File: config.mk
export PLATFORM = sky130hd
export DESIGN_NAME = fetch_queue_flat
export DESIGN_NICKNAME = d
export VERILOG_FILES = /design/src/rtl/fetch_queue_if.sv /design/src/rtl/fetch_queue.sv /design/src/flat_wrapper.sv
export SDC_FILE = /design/constraint.sdc
export NUM_CORES = 1
export LEC_CHECK = 0
export CAP_MARGIN = 20
export CORE_MARGIN = 5
export CORE_UTILIZATION = 50
export DETAILED_ROUTE_END_ITERATION = 10
export PLACE_DENSITY = 0.73
export SLEW_MARGIN = 30
export SYNTH_ARGS = -nofsm -noshare
export SYNTH_HDL_FRONTEND = slang
export SYNTH_SLANG_ARGS = --single-unit
File: constraint.sdc
create_clock -name clk -period 5.2 [get_ports clk]
set_clock_uncertainty 0.05 [all_clocks]
set_input_delay 1.04 -clock clk [delete_from_list [all_inputs] [get_ports clk]]
set_output_delay 1.04 -clock clk [all_outputs]
set_load 0.02 [all_outputs]
File: src/rtl/fetch_queue_if.sv
// Fetch-stage channels: instruction-memory request/response, branch redirect, and the decode handoff.
interface fetch_queue_if #(
  parameter int XLEN = 32
);
  logic            imem_req_valid;
  logic            imem_req_ready;
  logic [XLEN-1:0] imem_req_addr;
  logic            imem_rsp_valid;
  logic [31:0]     imem_rsp_data;
  logic            redirect_valid;
  logic [XLEN-1:0] redirect_pc;
  logic            dec_valid;
  logic            dec_ready;
  logic [31:0]     dec_instr;
  logic [XLEN-1:0] dec_pc;
  logic [XLEN-1:0] dec_pc_plus4;

  modport master (
    output imem_req_valid, imem_req_addr, dec_valid, dec_instr, dec_pc, dec_pc_plus4,
    input  imem_req_ready, imem_rsp_valid, imem_rsp_data, redirect_valid, redirect_pc, dec_ready
  );

  modport slave (
    input  imem_req_valid, imem_req_addr, dec_valid, dec_instr, dec_pc, dec_pc_plus4,
    output imem_req_ready, imem_rsp_valid, imem_rsp_data, redirect_valid, redirect_pc, dec_ready
  );
endinterface

File: src/rtl/fetch_queue.sv
// Sequential prefetch into a DEPTH-slot queue; a response reaches decode one edge after capture (no bypass).
// Slots are reserved at request time so responses are never back-pressured; decode stalls hold the head.
module fetch_queue #(
  parameter int              XLEN     = 32,
  parameter int              DEPTH    = 4,
  parameter logic [XLEN-1:0] RESET_PC = '0
) (
  input  logic      clk,
  input  logic      reset,
  fetch_queue_if.master bus
);
  localparam int              PW       = $clog2(DEPTH);
  localparam logic [PW:0]     FULL     = (PW+1)'(DEPTH);
  localparam logic [PW-1:0]   PTR_ONE  = PW'(1);
  localparam logic [XLEN-1:0] PC_STEP  = XLEN'(4);

  logic [XLEN-1:0]  fetch_pc;
  logic [XLEN-1:0]  slot_pc    [DEPTH];
  logic [31:0]      slot_instr [DEPTH];
  logic [DEPTH-1:0] slot_filled;
  logic [PW-1:0]    head, tail, fill;
  logic [PW:0]      used, drop;
  logic             run;

  logic             req_hs, rsp_keep, rsp_drop, dec_hs;
  logic [PW:0]      filled_cnt, unfilled, drop_red;
  logic [PW+1:0]    drop_sum, drop_diff;

  // run holds request valid off until the first edge after reset release
  assign bus.imem_req_valid = run && (used < FULL);
  assign bus.imem_req_addr  = fetch_pc;
  assign bus.dec_valid      = slot_filled[head];
  assign bus.dec_instr      = slot_instr[head];
  assign bus.dec_pc         = slot_pc[head];
  assign bus.dec_pc_plus4   = slot_filled[head] ? slot_pc[head] + PC_STEP : '0;

  assign req_hs   = bus.imem_req_valid && bus.imem_req_ready;
  assign rsp_keep = bus.imem_rsp_valid && (drop == '0);
  assign rsp_drop = bus.imem_rsp_valid && (drop != '0);
  assign dec_hs   = bus.dec_valid && bus.dec_ready;

  // In-flight responses still owed to the current queue are those reserved but not yet filled.
  always_comb begin
    filled_cnt = '0;
    for (int i = 0; i < DEPTH; i++) begin
      filled_cnt = filled_cnt + (PW+1)'(slot_filled[i]);
    end
    unfilled  = used - filled_cnt;
    drop_sum  = {1'b0, drop} + {1'b0, unfilled} + (PW+2)'(req_hs);
    drop_diff = drop_sum - (PW+2)'(bus.imem_rsp_valid);
    drop_red  = (drop_sum > (PW+2)'(bus.imem_rsp_valid)) ? drop_diff[PW:0] : '0;
  end

  always_ff @(posedge clk or negedge reset) begin
    if (!reset) begin
      fetch_pc    <= RESET_PC;
      head        <= '0;
      tail        <= '0;
      fill        <= '0;
      used        <= '0;
      drop        <= '0;
      run         <= 1'b0;
      slot_filled <= '0;
      for (int i = 0; i < DEPTH; i++) begin
        slot_pc[i]    <= '0;
        slot_instr[i] <= '0;
      end
    end else begin
      run <= 1'b1;
      if (bus.redirect_valid) begin
        fetch_pc    <= bus.redirect_pc;
        head        <= '0;
        tail        <= '0;
        fill        <= '0;
        used        <= '0;
        drop        <= drop_red;
        slot_filled <= '0;
        for (int i = 0; i < DEPTH; i++) begin
          slot_pc[i]    <= '0;
          slot_instr[i] <= '0;
        end
      end else begin
        // tail, fill and head always index distinct slots when their handshakes coincide
        if (req_hs) begin
          slot_pc[tail]     <= fetch_pc;
          slot_instr[tail]  <= '0;
          slot_filled[tail] <= 1'b0;
          tail              <= tail + PTR_ONE;
          fetch_pc          <= fetch_pc + PC_STEP;
        end
        if (rsp_keep) begin
          slot_instr[fill]  <= bus.imem_rsp_data;
          slot_filled[fill] <= 1'b1;
          fill              <= fill + PTR_ONE;
        end
        if (rsp_drop) begin
          drop <= drop - (PW+1)'(1);
        end
        if (dec_hs) begin
          slot_pc[head]     <= '0;
          slot_instr[head]  <= '0;
          slot_filled[head] <= 1'b0;
          head              <= head + PTR_ONE;
        end
        used <= used + (PW+1)'(req_hs) - (PW+1)'(dec_hs);
      end
    end
  end
endmodule

File: src/flat_wrapper.sv
// flat-port wrapper written by rule: the top's interface ports become plain ports
module fetch_queue_flat 
#(
  parameter int              XLEN     = 32,
  parameter int              DEPTH    = 4,
  parameter logic [XLEN-1:0] RESET_PC = '0
)
  (clk, reset, bus_imem_req_valid, bus_imem_req_addr, bus_dec_valid, bus_dec_instr, bus_dec_pc, bus_dec_pc_plus4, bus_imem_req_ready, bus_imem_rsp_valid, bus_imem_rsp_data, bus_redirect_valid, bus_redirect_pc, bus_dec_ready);
  fetch_queue_if #(.XLEN(XLEN)) bus_i ();
  input  logic clk;
  input  logic reset;
  output wire logic [$bits(bus_i.imem_req_valid)-1:0] bus_imem_req_valid;
  output wire logic [$bits(bus_i.imem_req_addr)-1:0] bus_imem_req_addr;
  output wire logic [$bits(bus_i.dec_valid)-1:0] bus_dec_valid;
  output wire logic [$bits(bus_i.dec_instr)-1:0] bus_dec_instr;
  output wire logic [$bits(bus_i.dec_pc)-1:0] bus_dec_pc;
  output wire logic [$bits(bus_i.dec_pc_plus4)-1:0] bus_dec_pc_plus4;
  input wire logic [$bits(bus_i.imem_req_ready)-1:0] bus_imem_req_ready;
  input wire logic [$bits(bus_i.imem_rsp_valid)-1:0] bus_imem_rsp_valid;
  input wire logic [$bits(bus_i.imem_rsp_data)-1:0] bus_imem_rsp_data;
  input wire logic [$bits(bus_i.redirect_valid)-1:0] bus_redirect_valid;
  input wire logic [$bits(bus_i.redirect_pc)-1:0] bus_redirect_pc;
  input wire logic [$bits(bus_i.dec_ready)-1:0] bus_dec_ready;
  assign bus_imem_req_valid = bus_i.imem_req_valid;
  assign bus_imem_req_addr = bus_i.imem_req_addr;
  assign bus_dec_valid = bus_i.dec_valid;
  assign bus_dec_instr = bus_i.dec_instr;
  assign bus_dec_pc = bus_i.dec_pc;
  assign bus_dec_pc_plus4 = bus_i.dec_pc_plus4;
  assign bus_i.imem_req_ready = bus_imem_req_ready;
  assign bus_i.imem_rsp_valid = bus_imem_rsp_valid;
  assign bus_i.imem_rsp_data = bus_imem_rsp_data;
  assign bus_i.redirect_valid = bus_redirect_valid;
  assign bus_i.redirect_pc = bus_redirect_pc;
  assign bus_i.dec_ready = bus_dec_ready;
  fetch_queue #(.XLEN(XLEN), .DEPTH(DEPTH), .RESET_PC(RESET_PC)) u_core (.clk(clk), .reset(reset), .bus(bus_i));
endmodule
==> reports/metrics.cfg, run 1 <==
[status]
status = completed

[routing]
wl_mm = 46.1
viasPerCell = 6.11
drc = 0
vias = 12800
post_drt_wl_per_cell_um = 22.0
antenna_left = 0
dr.pass1.iters = 5
drtIter0Drc = 1271

[yosys]
yosysSeqAreaShare = 0.494
syn_area_um2 = 15400
synth_area_leaders = dfrtp_1 49%, mux4_2 7.9%, nand2_1 7.7%
yosys_register_bits = 305
synth_largest_area_cell = dfrtp_1
synthesis.nets = 1653
ys_warn_count = 0
async_flop_share = 1.00
synth_cells = 1552
synth_edf_count = 0
synth_flop_cell = dfrtp_1
synth_area_per_cell_um2 = 9.95
synth_top_area_share = 0.494
ys_types = 50

[global_routing]
grt_pass1_vias = 12800
grt_max_degree = 116
grt_use_met2 = 0.433
grt_use_met3 = 0.0483
overflow = 0
grtUsageMet1 = 0.361
grt_pass1_wl_mm = 71.8
antenna_found_initial = 1
grt_busiest_layer = met2
track_usage = 0.263

[setup_path]
worstPathArrival_ns = 3.81
required_ns = 4.11
start_kind = flip-flop
criticalPathCategory = reg -> out
path_max_fanout = 24
worst_setup_path_end_kind = primary output

[die]
ios = 200
die_area_um2 = 34500
start_util = 0.506
core_um2 = 30500
die_x_um = 186
num_rows = 64
die_height_um = 186

[place]
placed_area_um2 = 17500
hpwl_mm = 28.2
numPortBuffers = 199
gp_congestion = 0.850

[cts]
htreeDepth = 2
clkLatencyLatePin_ns = 0.51
cts_tree = done
numCtsBuffers = 34
clock-sinks = 305
cts_setup_buffers = 0
clkTransAtPathRegs_ns = 0.06
root_buffer = clkbuf_16
cts.path.max_buffers = 3

[worst_hold_path]
hold_class = reg -> reg

[finish]
design_area_um2 = 18700
drive_gt1_frac = 0.0936
fillerInstances = 2493
syn2layout_area_growth_pct = 21.1
final_common_cell = nand2_1
final_cell_mix = 313 x nand2_1, 303 x dfrtp_1, 197 x clkdlybuf4s50_1, 155 x nor2_1, 154 x a21oi_1
final_util = 0.613
layout.nets = 1775

[sta]
finalSetupViolCount = 0
min_period_ns = 4.90
fmax_mhz = 204
tightest_slew_ns = 0.919
finalHoldViolCount = 0
finalCritPeriodShare = 0.943
worst_hold_slack_ns = 0.467
setup_tns_ns = 0
slew_headroom = 0.387
rsz0062_at_grt = false
final_max_slew_viol_count = 0

[power]
p_leak_uw = 0.00752
power_uw = 6760
peakVddDrop_mv = 0.236
power_density_nw_per_um2 = 361

[run]
drv_cap = 0

worst paths after layout:
| check | start | end | slack, ns | cells past startpoint |
|---|---|---|---|---|
| worst max register to register | u_core.slot_filled[0] | u_core.drop[0] | 1.27 | 11 |
| worst min register to register | u_core.slot_pc[80] | u_core.slot_pc[80] | 0.47 | 2 |
| max in group asynchronous | reset | u_core.bus.imem_req_addr[26] | 3.40 | 2 |
| worst min-delay path | u_core.slot_pc[80] | u_core.slot_pc[80] | 0.47 | 2 |
| min in group asynchronous | reset | u_core.slot_instr[29] | 0.49 | 1 |
| worst max-delay path | u_core.head[0] | bus_dec_pc_plus4[27] | 0.30 | 7 |
report_power, final:
group / switching [uW] / internal, uW
Combinational: 985 / 681
Sequential: 150 / 2510
Clock: 939 / 1500
cells by family after synthesis:
| group | after synthesis | share of synthesized area |
|---|---|---|
| compound gates | 336 | 0.133 |
| other cells | 1 | 0.000243 |
| simple gates | 591 | 0.166 |
| fa+ha+maj | 31 | 0.0280 |
| buf+inv | 164 | 0.0480 |
| mux | 74 | 0.102 |
| flops | 305 | 0.494 |
| xor+xnor | 50 | 0.0284 |
stage by stage:
step | instances | worst slack [ns]
after floorplan | 1552 | 1.33
after global placement | 2034 | 0.747
final | 2095 | 0.296
after global routing | 2094 | 0.0950
after detailed placement | 2034 | 0.695
after CTS | 2094 | 0.151
cell usage after synthesis (12+ instances only):
cell type / number
nand4_1: 14
dfrtp_1: 305
xnor2_1: 30
ha_1: 25
o21ai_0: 36
clkbuf_1: 86
nor4_1: 12
xor2_1: 20
nor2_1: 159
buf_2: 40
inv_1: 23
nand3_1: 18
mux4_2: 54
and2_1: 19
a21oi_1: 154
a22oi_1: 128
nand2_1: 316
layout make-up:
class / count / area [um^2] / share of cell area
Tap cell: 396 / 495 / 0.0265
Sequential cell: 305 / 7640 / 0.408
Timing Repair Buffer: 225 / 2200 / 0.118
Inverter: 25 / 93.8 / 0.00502
Clock inverter: 5 / 77.6 / 0.00415
Clock buffer: 55 / 1060 / 0.0569
Antenna cell: 1 / 2.50 / 0.000134
Multi-Input combinational cell: 1083 / 7120 / 0.381
flip-flops by register name, summed over array words and instances (netlist names):
| name | cells |
|---|---|
| u_core.bus.imem_req_addr | 32 |
| u_core.drop | 3 |
| u_core.fill | 2 |
| u_core.head | 2 |
| u_core.run | 1 |
| u_core.slot_filled | 4 |
| u_core.slot_instr | 128 |
| u_core.slot_pc | 128 |
| u_core.tail | 2 |
| u_core.used | 3 |
timing repair:
item | 4_1_cts | 5_1_grt
hold buffers | 0 | 0
endpoints found under the hold margin | 0 | 0
resized for setup | 0 | 2
endpoints found under the setup margin | 0 | 8
routing by layer:
layer,vias to the layer above,wire (um)
li1,5660,-
met1,6377,18200
met2,661,22500
met3,101,4220
met4,2,1190
met5,-,20
worst max-delay path, stage by stage (launching register included):
cell	delay (ns)
dfrtp_4	0.50
buf_4	0.45
mux4_2	0.45
and4_1	0.24
nand4_2	0.29
or4_1	0.55
a21oi_1	0.17
clkdlybuf4s50_1	0.63
Note: power is estimated with default switching activity, not from simulation.
==> run 2, diff against run 1 <==
--- a/config.mk
+++ b/config.mk
@@ -8,6 +8,7 @@
 export CAP_MARGIN = 20
 export CORE_MARGIN = 5
 export CORE_UTILIZATION = 50
+export CTS_BUF_LIST = sky130_fd_sc_hd__clkbuf_4 sky130_fd_sc_hd__clkbuf_8
 export DETAILED_ROUTE_END_ITERATION = 10
 export PLACE_DENSITY = 0.73
 export SLEW_MARGIN = 30
==> run 2 against run 1 <==
  * First-iteration DRC count is 0.94% higher
  * Sequential power hardly changed
  * Core utilization is 0.22 points lower
  * Clock-buffer cell count is 28 higher
  * Sequential cell count stayed put
  * Wire length is 0.23% lower
  * Setup slack worse by 0.059 ns
  * Global-route usage is 0.13 points lower
  * Non-clock buffer count stayed put
==> reports/metrics.cfg, run 2 (synthesis results as in run 1) <==
[setup_path]
start_kind = flip-flop
reg2reg_from = u_core.slot_filled[0]
slowest_delay_ns = 0.63  ; about the same
cp_cell_sequence = buf_4 > mux4_2 > and4_1 > nand4_2 > or4_1 > a21oi_1 > clkdlybuf4s50_1
rrSetupSlack_ns = 1.25  ; -0.02 ns
criticalPathCategory = reg -> out
reg2reg_to = u_core.drop[0]
reg2reg_depth = 11  ; unchanged
crit_cells = 7  ; unchanged
crit_path_end = bus_dec_pc_plus4[27]
worst_setup_path_end_kind = primary output
required_ns = 4.11  ; about the same
path_delay_family = buffers and inverters
path_max_fanout = 24  ; unchanged
worstPathArrival_ns = 3.87  ; +0.06 ns
crit_slowest_cell = clkdlybuf4s50_1
cp-startpoint = u_core.head[0]
critPathBufInv = 2  ; unchanged

[place]
gp_congestion = 0.850  ; unchanged
hpwl_mm = 28.2  ; unchanged
dpl_worst_slack_ns = 0.695  ; unchanged
numPortBuffers = 199  ; unchanged
dp.cells = 2034  ; unchanged

[sta]
worst_hold_slack_ns = 0.437  ; -0.0300 ns
tightest_slew_ns = 0.916  ; -0.00281 ns
finalSetupViolCount = 0  ; unchanged
min_period_ns = 4.96  ; +0.0586 ns
final_max_slew_viol_count = 0  ; unchanged
setup_tns_ns = 0  ; unchanged
finalCritPeriodShare = 0.954  ; +0.0113
finalHoldViolCount = 0  ; unchanged
rsz0062_at_grt = false
slew_headroom = 0.389  ; +0.00187
fmax_mhz = 202  ; -1.2%
setup_ws_ns = 0.237  ; -0.0586 ns

[power]
p_leak_uw = 0.00754  ; +0.27%
p_seq_frac = 0.407  ; +0.014
power_density_nw_per_um2 = 350  ; -3.1%
p_sw_frac = 0.320  ; +0.0135
clockPowerShare = 0.338  ; -0.022
power_uw = 6520  ; -3.5%
comb_power_share = 0.255  ; +0.008
p_switching_uw = 2090  ; +0.79%
power.internal_uw = 4430  ; -5.3%
peakVddDrop_mv = 0.234  ; -0.78%

[die]
num_rows = 64  ; unchanged
core_um2 = 30500  ; unchanged
die_height_um = 186  ; unchanged
start_util = 0.506  ; unchanged
die_area_um2 = 34500  ; unchanged
die_x_um = 186  ; unchanged
ios = 200  ; unchanged

[cts]
cts_tree = done
clock-sinks = 305  ; unchanged
root_buffer = clkbuf_8
cts.path.max_buffers = 3  ; unchanged
htreeDepth = 2  ; unchanged
clkTransAtPathRegs_ns = 0.06  ; about the same
numCtsBuffers = 50  ; +47%
cts_setup_buffers = 0  ; unchanged
clkLatencyLatePin_ns = 0.59  ; +0.08 ns

[global_routing]
antenna_found_initial = 1  ; unchanged
track_usage = 0.261  ; -0.00133
overflow = 0  ; unchanged
grt_pass1_wl_mm = 71.4  ; -0.50%
grt_pass1_vias = 12900  ; +0.38%
grt_max_degree = 116  ; unchanged

[run]
drv_cap = 0  ; unchanged

[status]
status = completed

[routing]
drtIter0Drc = 1283  ; +0.94%
vias = 12900  ; +0.62%
wl_mm = 46.0  ; -0.23%
dr.pass1.iters = 5  ; unchanged
viasPerCell = 6.06  ; -0.80%
drc = 0  ; unchanged
post_drt_wl_per_cell_um = 21.6  ; -1.6%
antenna_left = 0  ; unchanged

[finish]
syn2layout_area_growth_pct = 20.6
final_common_cell = nand2_1
drive_gt1_frac = 0.116  ; +0.0221
layout.nets = 1791  ; +0.90%
final_cells = 2125  ; +1.4%
final_cell_mix = 313 x nand2_1, 303 x dfrtp_1, 197 x clkdlybuf4s50_1, 155 x nor2_1, 154 x a21oi_1

[worst_hold_path]
hold_class = in -> async

-- run 2: cell types whose count changed in the layout (fill, tap and decap cells not counted), sizes merged --
cell	before	now
clkbuf	55	83
inv	25	26
bufinv	2	0
clkinv	2	5
-- run 2: repair_timing --
action,in CTS,in global routing
gates resized for setup,0,2
setup endpoints to repair,0,8
hold buffers,0,0
-- run 2: through the flow --
step	util	area (um^2)
after floorplan	-	15400
after global placement	0.575	17500
after detailed placement	0.575	17500
after CTS	0.610	18600
after global routing	0.611	18600
final	0.611	18600
-- run 2: worst min-delay path by stage --
stage | from | to | slack (ns) | depth (start not counted)
finish | reset | u_core.used[1] | 0.44 | 1
CTS | reset | u_core.slot_instr[29] | 0.44 | 1
global placement | u_core.slot_instr[101] | u_core.slot_instr[101] | 0.45 | 2
detailed placement | u_core.slot_instr[7] | u_core.slot_instr[7] | 0.46 | 2
floorplan | u_core.slot_instr[32] | u_core.slot_instr[32] | 0.44 | 2
global route | reset | u_core.used[1] | 0.48 | 1
-- run 2: per-layer routing --
metal  GRT usage  part of all wire
met4      0.0831             0.029
met1       0.362              0.40
met2       0.425              0.48
met5           0           0.00044
met3      0.0451             0.085
-- run 2: layout make-up --
type | count | area, um^2
clock inverters | 7 | 43.8
flip-flops and latches | 305 | 7640
clock buffers | 83 | 1030
inverters | 25 | 93.8
well taps | 396 | 495
multi-input cells | 1083 | 7120
fillers | 2530 | 11900
repair buffers | 225 | 2200
diodes | 1 | 2.50
-- run 2: power groups by stage --
stage                     Combinational, uW  Sequential [uW]  Clock, uW
after detailed placement               1660             2690          0
after CTS                              1670             2650       2230
after global routing                   1810             2670       2340
after floorplan                        1080             2650          0
after global placement                 1620             2690          0
final                                  1660             2660       2210
==> run 3, diff against run 2 <==
--- a/config.mk
+++ b/config.mk
@@ -11,6 +11,7 @@
 export CTS_BUF_LIST = sky130_fd_sc_hd__clkbuf_4 sky130_fd_sc_hd__clkbuf_8
 export DETAILED_ROUTE_END_ITERATION = 10
 export PLACE_DENSITY = 0.73
+export SETUP_SLACK_MARGIN = 0.05
 export SLEW_MARGIN = 30
 export SYNTH_ARGS = -nofsm -noshare
 export SYNTH_HDL_FRONTEND = slang
==> run 3 against run 2 <==
  * Clock-buffer cell count stayed put
  * Maximum frequency is 2.2% higher
  * Die area stayed put
  * First-iteration DRC count is 2.6% lower
  * Total power hardly changed
  * Largest cell class unchanged
  * Critical path type unchanged
  * Sequential share of layout area hardly changed
  * Sequential power hardly changed
  * Combinational power hardly changed
  * Cell area hardly changed
  * Register-to-register slack hardly changed
==> reports/metrics.cfg, run 3 (synthesis results as in run 1) <==
[place]
hpwl_mm = 28.2  ; unchanged
gp_congestion = 0.850  ; unchanged
numPortBuffers = 199  ; unchanged
placed_area_um2 = 17500  ; unchanged
dpl_worst_slack_ns = 0.695  ; unchanged

[cts]
clkTransAtPathRegs_ns = 0.06  ; about the same
cts_setup_buffers = 0  ; unchanged
clock-sinks = 305  ; unchanged
holdBufCountCts = 0  ; unchanged
clkLatencyLatePin_ns = 0.59  ; about the same
cts.repair.resized = 0  ; unchanged
cts_tree = done
root_buffer = clkbuf_8
htreeDepth = 2  ; unchanged
numCtsBuffers = 50  ; unchanged
cts.path.max_buffers = 3  ; unchanged

[finish]
layout.nets = 1791  ; unchanged
fillerInstances = 2528  ; -0.079%
syn2layout_area_growth_pct = 20.7  ; about the same
design_area_um2 = 18600  ; about the same
final_cell_mix = 313 x nand2_1, 303 x dfrtp_1, 197 x clkdlybuf4s50_1, 155 x nor2_1, 154 x a21oi_1
drive_gt1_frac = 0.116  ; unchanged
final_common_cell = nand2_1

[sta]
slew_headroom = 0.387  ; -0.00207
finalHoldViolCount = 0  ; unchanged
final_max_slew_viol_count = 0  ; unchanged
finalCritPeriodShare = 0.934  ; -0.0204
finalSetupViolCount = 0  ; unchanged
setup_tns_ns = 0  ; unchanged
setup_ws_ns = 0.343  ; +0.106 ns
rsz0062_at_grt = false
fmax_mhz = 206  ; +2.2%
tightest_slew_ns = 0.919  ; +0.00310 ns
min_period_ns = 4.86  ; -0.106 ns
worst_hold_slack_ns = 0.434  ; -0.00286 ns

[global_routing]
antenna_found_initial = 1  ; unchanged
grt_pass1_vias = 12900  ; unchanged
track_usage = 0.261  ; unchanged
grt_pass1_wl_mm = 71.4  ; unchanged
overflow = 0  ; unchanged
grt_max_degree = 116  ; unchanged

[die]
die_x_um = 186  ; unchanged
num_rows = 64  ; unchanged
core_um2 = 30500  ; unchanged
die_area_um2 = 34500  ; unchanged
start_util = 0.506  ; unchanged
ios = 200  ; unchanged
die_height_um = 186  ; unchanged

[setup_path]
worstPathArrival_ns = 3.77  ; -0.10 ns
criticalPathCategory = reg -> out
worst_setup_path_end_kind = primary output
path_max_fanout = 15  ; -38%
required_ns = 4.11  ; about the same
reg2reg_depth = 11  ; unchanged
start_kind = flip-flop

[routing]
antenna_left = 0  ; unchanged
post_drt_wl_per_cell_um = 21.6  ; about the same
drc = 0  ; unchanged
vias = 12900  ; +0.17%
drtIter0Drc = 1250  ; -2.6%
viasPerCell = 6.07  ; +0.17%
wl_mm = 45.9  ; about the same
dr.pass1.iters = 6  ; +1

[power]
peakVddDrop_mv = 0.233  ; -0.13%
p_leak_uw = 0.00754  ; about the same
power_density_nw_per_um2 = 350  ; about the same

[worst_hold_path]
hold_class = in -> async

[run]
drv_cap = 0  ; unchanged

[status]
status = completed

==> run 3: metrics by stage <==
stage	power (uW)	cells	util
floorplan	3730	1552	-
global placement	4300	2034	0.575
detailed placement	4350	2034	0.575
CTS	6550	2124	0.610
global route	6820	2124	0.611
finish	6520	2125	0.611
==> run 3: worst max-delay path: stages (launching register included) <==
cell             delay, ns
dfrtp_4               0.55
mux4_1                0.45
ha_1                  0.23
nand2_1               0.08
o22ai_2               0.34
nand3_4               0.24
or4_1                 0.54
a21oi_1               0.15
clkdlybuf4s50_1       0.61
==> run 3: worst paths after layout <==
path	endpoint	startpoint	slack (ns)
worst max-delay path	bus_dec_pc_plus4[24]	u_core.head[0]	0.34
worst min-delay path	u_core.used[1]	reset	0.43
worst max register to register	u_core.drop[0]	u_core.slot_filled[0]	1.25
worst min register to register	u_core.slot_pc[16]	u_core.slot_pc[16]	0.47
max in group asynchronous	u_core.drop[0]	reset	3.49
min in group clk	u_core.slot_pc[16]	u_core.slot_pc[16]	0.47
==> run 3: layout make-up <==
class,count,area (um^2),area share
flip-flops and latches,305,7640,0.410
clock buffers,83,1030,0.0552
well taps,396,495,0.0266
clock inverters,7,43.8,0.00235
multi-input cells,1083,7130,0.383
repair buffers,225,2210,0.118
diodes,1,2.50,0.000134
inverters,25,93.8,0.00503
==> run 3: where the power goes <==
part	switching [uW]	leakage [uW]	internal, uW
logic	981	0.00279	682
clock network	956	0.000576	1250
registers	151	0.00418	2510
total	2090	0.00754	4440
==> run 3: layer usage <==
metal / routed length, um / track usage / share of wire / vias to the layer above
li1: - / - / - / 5690
met1: 18700 / 0.362 / 0.41 / 6463
met2: 22100 / 0.425 / 0.48 / 652
met3: 3860 / 0.0451 / 0.084 / 96
met4: 1250 / 0.0831 / 0.027 / 2
met5: 20 / 0 / 0.00044 / -
